--- config.mk ---
export PLATFORM = sky130hd
export DESIGN_NAME = tilt_move_gen
export DESIGN_NICKNAME = d
export VERILOG_FILES = /design/src/rtl/tilt_move_pkg.sv /design/src/rtl/tilt_axis_timer.sv /design/src/rtl/tilt_move_gen.sv
export SDC_FILE = /design/constraint.sdc
export NUM_CORES = 1
export LEC_CHECK = 0
export ABC_AREA = 1
export CORE_MARGIN = 8
export CORE_UTILIZATION = 55
export DETAILED_ROUTE_END_ITERATION = 7
export PLACE_DENSITY = 0.7
export REMOVE_ABC_BUFFERS = 1
export SKIP_CTS_REPAIR_TIMING = 1
export SYNTH_ARGS = -nofsm -noshare
export SYNTH_HDL_FRONTEND = slang
export SYNTH_SLANG_ARGS = --single-unit
--- constraint.sdc ---
create_clock -name clk -period 3.76 [get_ports clk]
set_input_delay 0.564 -clock clk [delete_from_list [all_inputs] [get_ports clk]]
set_output_delay 0.564 -clock clk [all_outputs]
set_load 0.01 [all_outputs]
--- src/rtl/tilt_move_pkg.sv ---
// Shared constants and helpers for the tilt-to-movement pulse generator.
// Direction encodings are also consumed by the ball-physics block.
package tilt_move_pkg;

    // One-hot movement directions
    localparam logic [3:0] DIR_NONE  = 4'b0000;
    localparam logic [3:0] DIR_UP    = 4'b0001;
    localparam logic [3:0] DIR_DOWN  = 4'b0010;
    localparam logic [3:0] DIR_LEFT  = 4'b0100;
    localparam logic [3:0] DIR_RIGHT = 4'b1000;

    // Pulse FSM encoding
    localparam logic [1:0] ST_IDLE  = 2'd0;
    localparam logic [1:0] ST_PULSE = 2'd1;
    localparam logic [1:0] ST_GAP   = 2'd2;

    // Axis identifiers (used for selection and round-robin memory)
    localparam logic AXIS_X = 1'b0;
    localparam logic AXIS_Y = 1'b1;

    // |t| with -128 saturated to 127 so the result always fits 7 bits
    function automatic logic [6:0] tilt_mag(input logic signed [7:0] t);
        logic [7:0] a;
        a = t[7] ? (~t + 8'd1) : t;
        return a[7] ? 7'd127 : a[6:0];
    endfunction

    // Speed level = (mag - deadzone) >> 5; a 7-bit difference tops out at 3.
    // Only meaningful when mag > dz.
    function automatic logic [1:0] tilt_level(input logic [6:0] mag, input logic [6:0] dz);
        logic [6:0] over;
        over = mag - dz;
        return over[6:5];
    endfunction

endpackage

--- src/rtl/tilt_axis_timer.sv ---
// Per-axis tilt register and move-rate timer. Raises a sticky pending bit
// every PERIOD cycles while the axis is tilted past the deadzone.
module tilt_axis_timer import tilt_move_pkg::*; #(
    parameter int CNTR_WIDTH  = 32,
    parameter int BASE_CYCLES = 80,
    parameter int DEADZONE    = 16
) (
    input  logic              clk,
    input  logic              rst_n,
    input  logic signed [7:0] sample_i,
    input  logic              valid_i,
    input  logic              enable_i,
    input  logic              clear_pending_i,
    output logic              pending_o,
    output logic              sign_o
);

    localparam logic [CNTR_WIDTH-1:0] BASE_W  = CNTR_WIDTH'(BASE_CYCLES);
    localparam logic [CNTR_WIDTH-1:0] CNT_ONE = CNTR_WIDTH'(1);
    localparam logic [6:0]            DZ      = 7'(DEADZONE);

    logic signed [7:0]     sample_q;
    logic [CNTR_WIDTH-1:0] cnt_q, cnt_d;
    logic                  pend_q, pend_d;
    logic [6:0]            mag;
    logic [1:0]            level;
    logic [CNTR_WIDTH-1:0] period;
    logic                  active, wrap, flip;

    // Period follows the registered sample, so a new sample arriving on a
    // wrap cycle only changes the period from the following cycle.
    assign mag    = tilt_mag(sample_q);
    assign level  = tilt_level(mag, DZ);
    assign active = enable_i && (mag > DZ);
    assign period = BASE_W >> level;
    assign wrap   = (cnt_q == period - CNT_ONE);
    assign flip   = valid_i && (sample_i[7] != sample_q[7]);

    // Pending is masked as soon as the axis goes inactive so the FSM can
    // never launch a pulse for an axis that has just dropped out.
    assign pending_o = pend_q && active;
    assign sign_o    = sample_q[7];

    // Counter/pending next state; a wrap on the clear cycle keeps the move
    always_comb begin
        cnt_d  = cnt_q;
        pend_d = pend_q;
        if (!active) begin
            cnt_d  = '0;
            pend_d = 1'b0;
        end else begin
            if (clear_pending_i) pend_d = 1'b0;
            if (wrap) begin
                cnt_d  = '0;
                pend_d = 1'b1;
            end else begin
                cnt_d = cnt_q + CNT_ONE;
            end
            if (flip) cnt_d = '0;
        end
    end

    // Sample capture and timer state
    always_ff @(posedge clk or negedge rst_n) begin
        if (!rst_n) begin
            sample_q <= '0;
            cnt_q    <= '0;
            pend_q   <= 1'b0;
        end else begin
            if (valid_i) sample_q <= sample_i;
            cnt_q  <= cnt_d;
            pend_q <= pend_d;
        end
    end

endmodule

--- src/rtl/tilt_move_gen.sv ---
// Converts accelerometer tilt into single-cycle one-hot movement pulses,
// with a forced idle gap after each pulse for the ball collision scan.
module tilt_move_gen import tilt_move_pkg::*; #(
    parameter int CLK_FREQUENCY_HZ       = 100000000,
    parameter int UPDATE_FREQUENCY_HZ    = 30,
    parameter int SIMULATE               = 0,
    parameter int SIMULATE_FREQUENCY_CNT = 5,
    parameter int CNTR_WIDTH             = 32,
    parameter int DEADZONE               = 16,
    parameter int MIN_GAP_CYCLES         = 96
) (
    input  logic              clk,
    input  logic              reset,
    input  logic              enable,
    input  logic              tilt_valid,
    input  logic signed [7:0] tilt_x,
    input  logic signed [7:0] tilt_y,
    output logic [3:0]        movement,
    output logic              busy
);

    localparam int BASE_CYCLES = (SIMULATE != 0) ? 16 * SIMULATE_FREQUENCY_CNT
                                                 : CLK_FREQUENCY_HZ / UPDATE_FREQUENCY_HZ;
    localparam logic [CNTR_WIDTH-1:0] GAP_LAST = CNTR_WIDTH'(MIN_GAP_CYCLES - 1);
    localparam logic [CNTR_WIDTH-1:0] CNT_ONE  = CNTR_WIDTH'(1);

    logic [1:0]            state_q, state_d;
    logic                  sel_q, sel_d;
    logic                  last_q, last_d;
    logic [3:0]            mov_q, mov_d;
    logic [CNTR_WIDTH-1:0] gap_q, gap_d;
    logic                  pend_x, pend_y, sign_x, sign_y;
    logic                  clr_x, clr_y;

    // Pending of the axis just pulsed is dropped while in PULSE
    assign clr_x = (state_q == ST_PULSE) && (sel_q == AXIS_X);
    assign clr_y = (state_q == ST_PULSE) && (sel_q == AXIS_Y);

    tilt_axis_timer #(
        .CNTR_WIDTH (CNTR_WIDTH),
        .BASE_CYCLES(BASE_CYCLES),
        .DEADZONE   (DEADZONE)
    ) u_timer_x (
        .clk            (clk),
        .rst_n          (reset),
        .sample_i       (tilt_x),
        .valid_i        (tilt_valid),
        .enable_i       (enable),
        .clear_pending_i(clr_x),
        .pending_o      (pend_x),
        .sign_o         (sign_x)
    );

    tilt_axis_timer #(
        .CNTR_WIDTH (CNTR_WIDTH),
        .BASE_CYCLES(BASE_CYCLES),
        .DEADZONE   (DEADZONE)
    ) u_timer_y (
        .clk            (clk),
        .rst_n          (reset),
        .sample_i       (tilt_y),
        .valid_i        (tilt_valid),
        .enable_i       (enable),
        .clear_pending_i(clr_y),
        .pending_o      (pend_y),
        .sign_o         (sign_y)
    );

    // FSM next state: arbitrate in IDLE, one-cycle PULSE, fixed-length GAP
    always_comb begin
        state_d = state_q;
        sel_d   = sel_q;
        last_d  = last_q;
        gap_d   = gap_q;
        mov_d   = DIR_NONE;
        case (state_q)
            ST_IDLE: begin
                if (pend_x || pend_y) begin
                    // Both pending: alternate away from the last axis served
                    if (pend_x && pend_y) sel_d = ~last_q;
                    else                  sel_d = pend_x ? AXIS_X : AXIS_Y;
                    if (sel_d == AXIS_X) mov_d = sign_x ? DIR_LEFT : DIR_RIGHT;
                    else                 mov_d = sign_y ? DIR_UP   : DIR_DOWN;
                    state_d = ST_PULSE;
                end
            end
            ST_PULSE: begin
                last_d  = sel_q;
                gap_d   = '0;
                state_d = ST_GAP;
            end
            ST_GAP: begin
                if (gap_q == GAP_LAST) state_d = ST_IDLE;
                else                   gap_d   = gap_q + CNT_ONE;
            end
            default: state_d = ST_IDLE;
        endcase
    end

    // FSM and registered movement output
    always_ff @(posedge clk or negedge reset) begin
        if (!reset) begin
            state_q <= ST_IDLE;
            sel_q   <= AXIS_Y;
            last_q  <= AXIS_Y;
            mov_q   <= DIR_NONE;
            gap_q   <= '0;
        end else begin
            state_q <= state_d;
            sel_q   <= sel_d;
            last_q  <= last_d;
            mov_q   <= mov_d;
            gap_q   <= gap_d;
        end
    end

    assign movement = mov_q;
    assign busy     = (state_q != ST_IDLE);

endmodule
Yosys cells after proc, flatten, opt, wreduce, memory -nomap -nowiden

Index checks and enable logic that the tools add are counted.

Output and inout bits: 5
Bits of input ports: 20
Register bits: 122

Add/sub/neg operators: 9
Equal/unequal tests: 12
Magnitude comparators: 2
Multiplexer cells: 30
Reduce and logical (&&, ||, !) cells: 16
Bitwise operators: 4
Shift-type cells: 2

Operators by type and width:

| cell                                                                             | number |
|---|---|
| 32-bit two-way mux                                                               | 7 |
| 32-bit by 1-bit adder with 32-bit output (second input constant)                 | 3 |
| 32-bit == test                                                                   | 2 |
| 32-bit one-hot mux with 2 select lines                                           | 1 |
| 22-bit by 2-bit right shift with 32-bit output (first input constant)            | 2 |
| 32-bit by 1-bit subtractor with 32-bit output (second input constant)            | 2 |
| 32-bit by 7-bit == test with 1-bit output (second input constant)                | 1 |
| 8-bit by 1-bit adder with 8-bit output (second input constant)                   | 2 |
| 4-bit two-way mux                                                                | 4 |
| 8-bit two-way mux                                                                | 2 |
| 8-bit inverter                                                                   | 2 |
| 7-bit by 5-bit greater-than comparator with 1-bit output (second input constant) | 2 |
| 7-bit two-way mux                                                                | 2 |
| 7-bit by 5-bit subtractor with 7-bit output (second input constant)              | 2 |
| 1-bit two-way mux                                                                | 10 |
| 1-bit logical AND                                                                | 9 |
| 2-bit two-way mux                                                                | 3 |
| 2-bit inequality test (second input constant)                                    | 3 |
| 3-bit inequality test (second input constant)                                    | 2 |
| 2-bit one-hot mux with 3 select lines                                            | 1 |
| 2-bit AND reduction                                                              | 3 |
| 2-bit nonzero test                                                               | 2 |
| 2-bit by 1-bit == test with 1-bit output (second input constant)                 | 1 |
| 2-bit == test (second input constant)                                            | 1 |
| 4 further kinds                                                                  | 6 |

Logic depth before layout (Yosys ltp)

Depth after elaboration: 14
Mapped depth: 24

Modules after synthesis

From an unflattened synthesis, not the netlist that was laid out.

Cell total of the unflattened synthesis: 1,378
Area total of the unflattened synthesis: 9,551.7 um^2

Modules (own cells, without submodules):

| module                       | seq. area each (um^2) | cells each | instances | area each (um^2) |
|---|---|---|---|---|
| tilt_axis_timer at u_timer_y | 1,026.0               | 485        | 1         | 3,430.8 |
| tilt_axis_timer at u_timer_x | 1,026.0               | 489        | 1         | 3,423.3 |
| tilt_move_gen                | 1,003.5               | 404        | 1         | 2,697.6 |

Worst setup path before layout

OpenSTA, ideal clock, no wires.

Path kind: flip-flop to flip-flop
From: reg u_timer_y.sample_q[0]
To: reg u_timer_y.cnt_q[21]
Clock period less this slack: 3,019 ps
Arrival time: 2,899 ps
Setup slack: 741 ps
Path buffers: 1
Required time: 3,640 ps
Stages on the path, launching flop included: 21
Cell sequence: dfrtp_1 -> inv_1 -> ha_1 -> nand2_1 -> nand2_1 -> nand2_1 -> nand2_1 -> nor2_1 -> inv_1 -> ha_1 -> inv_1 -> ha_1 -> nand2_1 -> inv_1 -> nor3_1 -> nand3_1 -> nor3_1 -> nand3_2 -> nand2_4 -> buf_12 -> nor2_2

Longest elaborated chain between the ends: 11
Elaborated cells on any way between the ends: 13
Classes of those cells: 3 x add/sub; 1 x order compare; 1 x eq/ne; 1 x shift; 5 x mux; 1 x bitwise; 1 x reduce/logical

Ends and longest elaborated chain:

| what                                           | line                  | RTL |
|---|---|---|
| from (decl)                                    | tilt_axis_timer.sv:22 | `logic signed [7:0] sample_q;` |
| from (signal assigned)                         | tilt_axis_timer.sv:70 | `if (valid_i) sample_q <= sample_i;` |
| 8-bit inverter                                 | tilt_move_pkg.sv:24   | `a = t[7] ? (~t + 8'd1) : t;` |
| 8-bit by 1-bit adder with 8-bit output         | tilt_move_pkg.sv:24   |  |
| 8-bit two-way mux (*)                          | tilt_move_pkg.sv:24   |  |
| 7-bit two-way mux (*)                          | tilt_move_pkg.sv:25   | `return a[7] ? 7'd127 : a[6:0];` |
| 7-bit by 5-bit subtractor with 7-bit output    | tilt_move_pkg.sv:32   | `over = mag - dz;` |
| 22-bit by 2-bit right shift with 32-bit output | tilt_axis_timer.sv:35 | `assign period = BASE_W >> level;` |
| 32-bit by 1-bit subtractor with 32-bit output  | tilt_axis_timer.sv:36 | `assign wrap = (cnt_q == period - CNT_ONE);` |
| 32-bit == test                                 | tilt_axis_timer.sv:36 |  |
| 32-bit two-way mux                             | tilt_axis_timer.sv:53 | `if (wrap) begin` |
| 32-bit two-way mux                             | tilt_axis_timer.sv:59 | `if (flip) cnt_d = '0;` |
| 32-bit two-way mux (*)                         | tilt_axis_timer.sv:48 | `if (!active) begin` |
| net u_timer_y.cnt_d[21]                        | tilt_axis_timer.sv:23 | `logic [CNTR_WIDTH-1:0] cnt_q, cnt_d;` |
| to (signal assigned)                           | tilt_axis_timer.sv:71 | `cnt_q <= cnt_d;` |
| to (decl)                                      | tilt_axis_timer.sv:23 |  |

Mark *: on every way through the listed nets, which the timed path passes. The rest lies on a longest branch.
A chain may end at the register's enable or synchronous reset.

Worst setup path after layout

From: reg u_timer_x.sample_q[0]
To: reg u_timer_x.cnt_q[5]

Longest elaborated chain between the ends: 11
Elaborated cells on any way between the ends: 13
Classes of those cells: 3 x add/sub; 1 x order compare; 1 x eq/ne; 1 x shift; 5 x mux; 1 x bitwise; 1 x reduce/logical

Ends and longest elaborated chain:

| what                                           | line |
|---|---|
| from (decl)                                    | tilt_axis_timer.sv:22 |
| from (signal assigned)                         | tilt_axis_timer.sv:70 |
| 8-bit inverter                                 | tilt_move_pkg.sv:24 |
| 8-bit by 1-bit adder with 8-bit output         | tilt_move_pkg.sv:24 |
| 8-bit two-way mux (*)                          | tilt_move_pkg.sv:24 |
| 7-bit two-way mux (*)                          | tilt_move_pkg.sv:25 |
| 7-bit by 5-bit subtractor with 7-bit output    | tilt_move_pkg.sv:32 |
| 22-bit by 2-bit right shift with 32-bit output | tilt_axis_timer.sv:35 |
| 32-bit by 1-bit subtractor with 32-bit output  | tilt_axis_timer.sv:36 |
| 32-bit == test                                 | tilt_axis_timer.sv:36 |
| 32-bit two-way mux                             | tilt_axis_timer.sv:53 |
| 32-bit two-way mux                             | tilt_axis_timer.sv:59 |
| 32-bit two-way mux (*)                         | tilt_axis_timer.sv:48 |
| net u_timer_x.cnt_d[5]                         | tilt_axis_timer.sv:23 |
| to (signal assigned)                           | tilt_axis_timer.sv:71 |
| to (decl)                                      | tilt_axis_timer.sv:23 |

Marked as above.

==> impl_metrics.py <==
metrics = {
    "layout": {
        "layout_commonest_cell": "nand2_1",
        "layoutNonFillerInstCount": 1367,
        "layout_common_cells": "253 x nand2_1, 156 x nor2_1, 153 x inv_1",
        "drive_gt1_frac": 0.0735,
        "fillerInstances": 1319,
        "diodes": 0,
        "regArea_sq_um": 3060,
        "final_nets": 1217,
        "multi_input_area_sq_um": 4410,
        "area_growth_pct": 13.1,
    },
    "power_and_ir_drop": {
        "p_per_area_nw_per_um2": 407,
        "p_leak_nw": 3.98,
        "ir_drop_mv": 0.344,
        "total_power_w": 0.00376,
    },
    "global_route": {
        "grt_pass1_vias": 7001,
        "overflow": 0,
        "grt_max_degree": 74,
        "track_usage": 0.227,
        "antenna_found_initial": 0,
        "grt_pass1_wl_um": 34400,
    },
    "detailed_routing": {
        "ant_nets": 0,
        "via_per_inst": 5.46,
        "num_vias": 7468,
        "firstDrtPassIters": 5,
        "drc": 0,
        "routed_wl_um": 20500,
        "wl_per_cell_um": 15.0,
        "drt_iter0_drc": 821,
    },
    "clocking": {
        "cts_tree": "yes",
        "insertion_delay_ns": 0.43,
        "cts-root-buf": "clkbuf_16",
        "clk_pin_slew_ns": 0.06,
        "numCtsBuffers": 17,
        "cts.sinks": 122,
        "clk_path_buf_depth": 2,
        "cts-htree-levels": 4,
    },
    "logic_synthesis": {
        "ys_seq_area_frac": 0.374,
        "syn_area_sq_um": 8180,
        "avgSynthCellArea_sq_um": 7.15,
        "synth_cells": 1144,
        "ys_async_sr_fraction": 1.00,
        "ys_warn_count": 0,
        "synth_edf_count": 0,
        "ys_types": 43,
        "synth-main-ff-cell": "dfrtp_1",
        "ys_seq_elements": 122,
    },
    "sta": {
        "slew_violations": 0,
        "hold_viol_final": 0,
        "setup_violations": 0,
        "tightest_slew_ns": 0.690,
        "fin_skew_ns": 0.0122,
        "setup_tns_ns": 0,
        "fin_crit_sh": 0.907,
        "whs_ns": 0.148,
        "maxClockFrequency_mhz": 293,
        "min_period_ns": 3.41,
        "maxSlewHeadroom": 0.536,
        "rsz0062_at_grt": "false",
    },
    "setup_path": {
        "crit_arrival_ns": 3.73,
        "cp-start-kind": "register",
        "path_max_fanout": 30,
        "cp.required_ns": 4.08,
        "end_kind": "register",
        "crit_type": "reg -> reg",
    },
    "placement": {
        "io_buffer_count": 24,
        "routabilityCongestion": 0.957,
        "dp_cells": 1334,
        "hpwl_um": 14500,
    },
    "floorplan": {
        "initial_utilization": 0.563,
        "core-area_sq_um": 14500,
        "die_w_um": 138,
        "die_area_sq_um": 19000,
        "die_height_um": 138,
        "ios": 25,
        "core.rowCount": 44,
    },
    "outcome": {
        "status": "completed",
    },
    "hold_path": {
        "hold_class": "in -> async",
    },
    "job": {
        "cap_violations": 0,
    },
}
[cell usage after synthesis, types with 2 or more instances]
cell      number  area (sq um)
buf_12         2          40.0
nand4_1       41           257
nand2_1      253           950
a31oi_1        2          12.5
buf_2          4          20.0
nand3b_1      10          75.1
o21ai_0       52           260
clkbuf_1      12          45.0
ha_1          27           338
buf_6          4          45.0
o31ai_1        2          15.0
nand3_1       98           490
inv_2          2          7.51
o211ai_1       2          15.0
dfrtp_1      120          3000
xnor2_1       14           123
nor3_1        42           210
inv_1        155           582
o22ai_1        6          37.5
nand3_2        3          30.0
dfstp_2        2          52.6
nor2_4         2          22.5
nand2_2        4          25.0
nor3_2         4          40.0
or2_2          7          43.8
xor2_1        44           385
nor2_1       156           586
o21ai_1        8          40.0
nor4_1        25           156
a21oi_1        8          40.0
nor2_2        21           131
[state kept, by name (all words and copies together) (netlist names)]
name	cells
gap_q	32
last_q	1
movement	4
sel_q	1
state_q	2
u_timer_x.cnt_q	32
u_timer_x.pend_q	1
u_timer_x.sample_q	8
u_timer_y.cnt_q	32
u_timer_y.pend_q	1
u_timer_y.sample_q	8
[layer usage]
metal  GRT usage  vias up  part of all wire
met2       0.354      244              0.46
met4      0.0758        0             0.018
met3      0.0457       34             0.059
met1       0.308     3433              0.46
met5           0        -                 0
li1            -     3757                 -
[critical path, stage by stage, from the launching register on]
cell and delay (ns):
dfrtp_1 0.34, inv_1 0.09, ha_1 0.24, nand2_1 0.09
nand2_1 0.08, nand2_1 0.07, nand2_1 0.08, nor2_1 0.14
ha_1 0.21, inv_1 0.06, nand2_1 0.10, nand2_1 0.14
inv_1 0.18, ha_1 0.23, inv_1 0.07, nand2_1 0.07
nand2_1 0.04, nor4_1 0.29, nand3_1 0.12, nor2_1 0.13
nand3_1 0.11, nand2_1 0.12, buf_12 0.19, nor2_1 0.08
[logic make-up after synthesis]
| family | count (synthesis) | synth area share |
|---|---|---|
| simple gates | 671 | 0.375 |
| buf+inv | 182 | 0.0926 |
| flops | 122 | 0.374 |
| compound gates | 83 | 0.0543 |
| xor+xnor | 58 | 0.0621 |
| fa+ha+maj | 27 | 0.0413 |
| mux | 1 | 0.00122 |
[worst paths after layout]
path	to	startpoint	cells past startpoint	slack [ns]
setup / recovery	u_timer_x.cnt_q[5]	u_timer_x.sample_q[0]	23	0.35
hold / removal	u_timer_x.cnt_q[0]	reset	1	0.15
setup reg to reg	u_timer_x.cnt_q[5]	u_timer_x.sample_q[0]	23	0.35
hold reg to reg	sel_q	sel_q	2	0.48
max in group asynchronous	sel_q	reset	2	2.76
min in group clk	sel_q	sel_q	2	0.48
[area by class of cell]
type / count / share of cell area
Multi-Input combinational cell: 841 / 0.476
Clock inverter: 7 / 0.0173
Timing Repair Buffer: 30 / 0.0333
Clock buffer: 25 / 0.0536
Sequential cell: 122 / 0.330
Tap cell: 184 / 0.0249
Inverter: 158 / 0.0644
[through the flow]
| stage | setup slack (ns) | util | area (sq um) |
|---|---|---|---|
| 6_report | 0.348 | 0.636 | 9250 |
| 5_1_grt | 0.00428 | 0.636 | 9250 |
| 4_1_cts | 0.265 | 0.634 | 9210 |
| 3_5_place_dp | 0.293 | 0.588 | 8550 |
| 3_3_place_gp | 0.420 | 0.588 | 8550 |
| 2_1_floorplan | 0.501 | - | 8020 |
[report_power, final]
| group | switching [W] | total [W] | internal (W) | leakage (nW) |
|---|---|---|---|---|
| Combinational | 0.000357 | 0.000561 | 0.000203 | 2.00 |
| Sequential | 0.0000252 | 0.00136 | 0.00134 | 1.67 |
| Clock | 0.000596 | 0.00184 | 0.00124 | 0.321 |
| Total | 0.000979 | 0.00376 | 0.00278 | 3.98 |
Note: power is estimated with default switching activity, not from simulation.
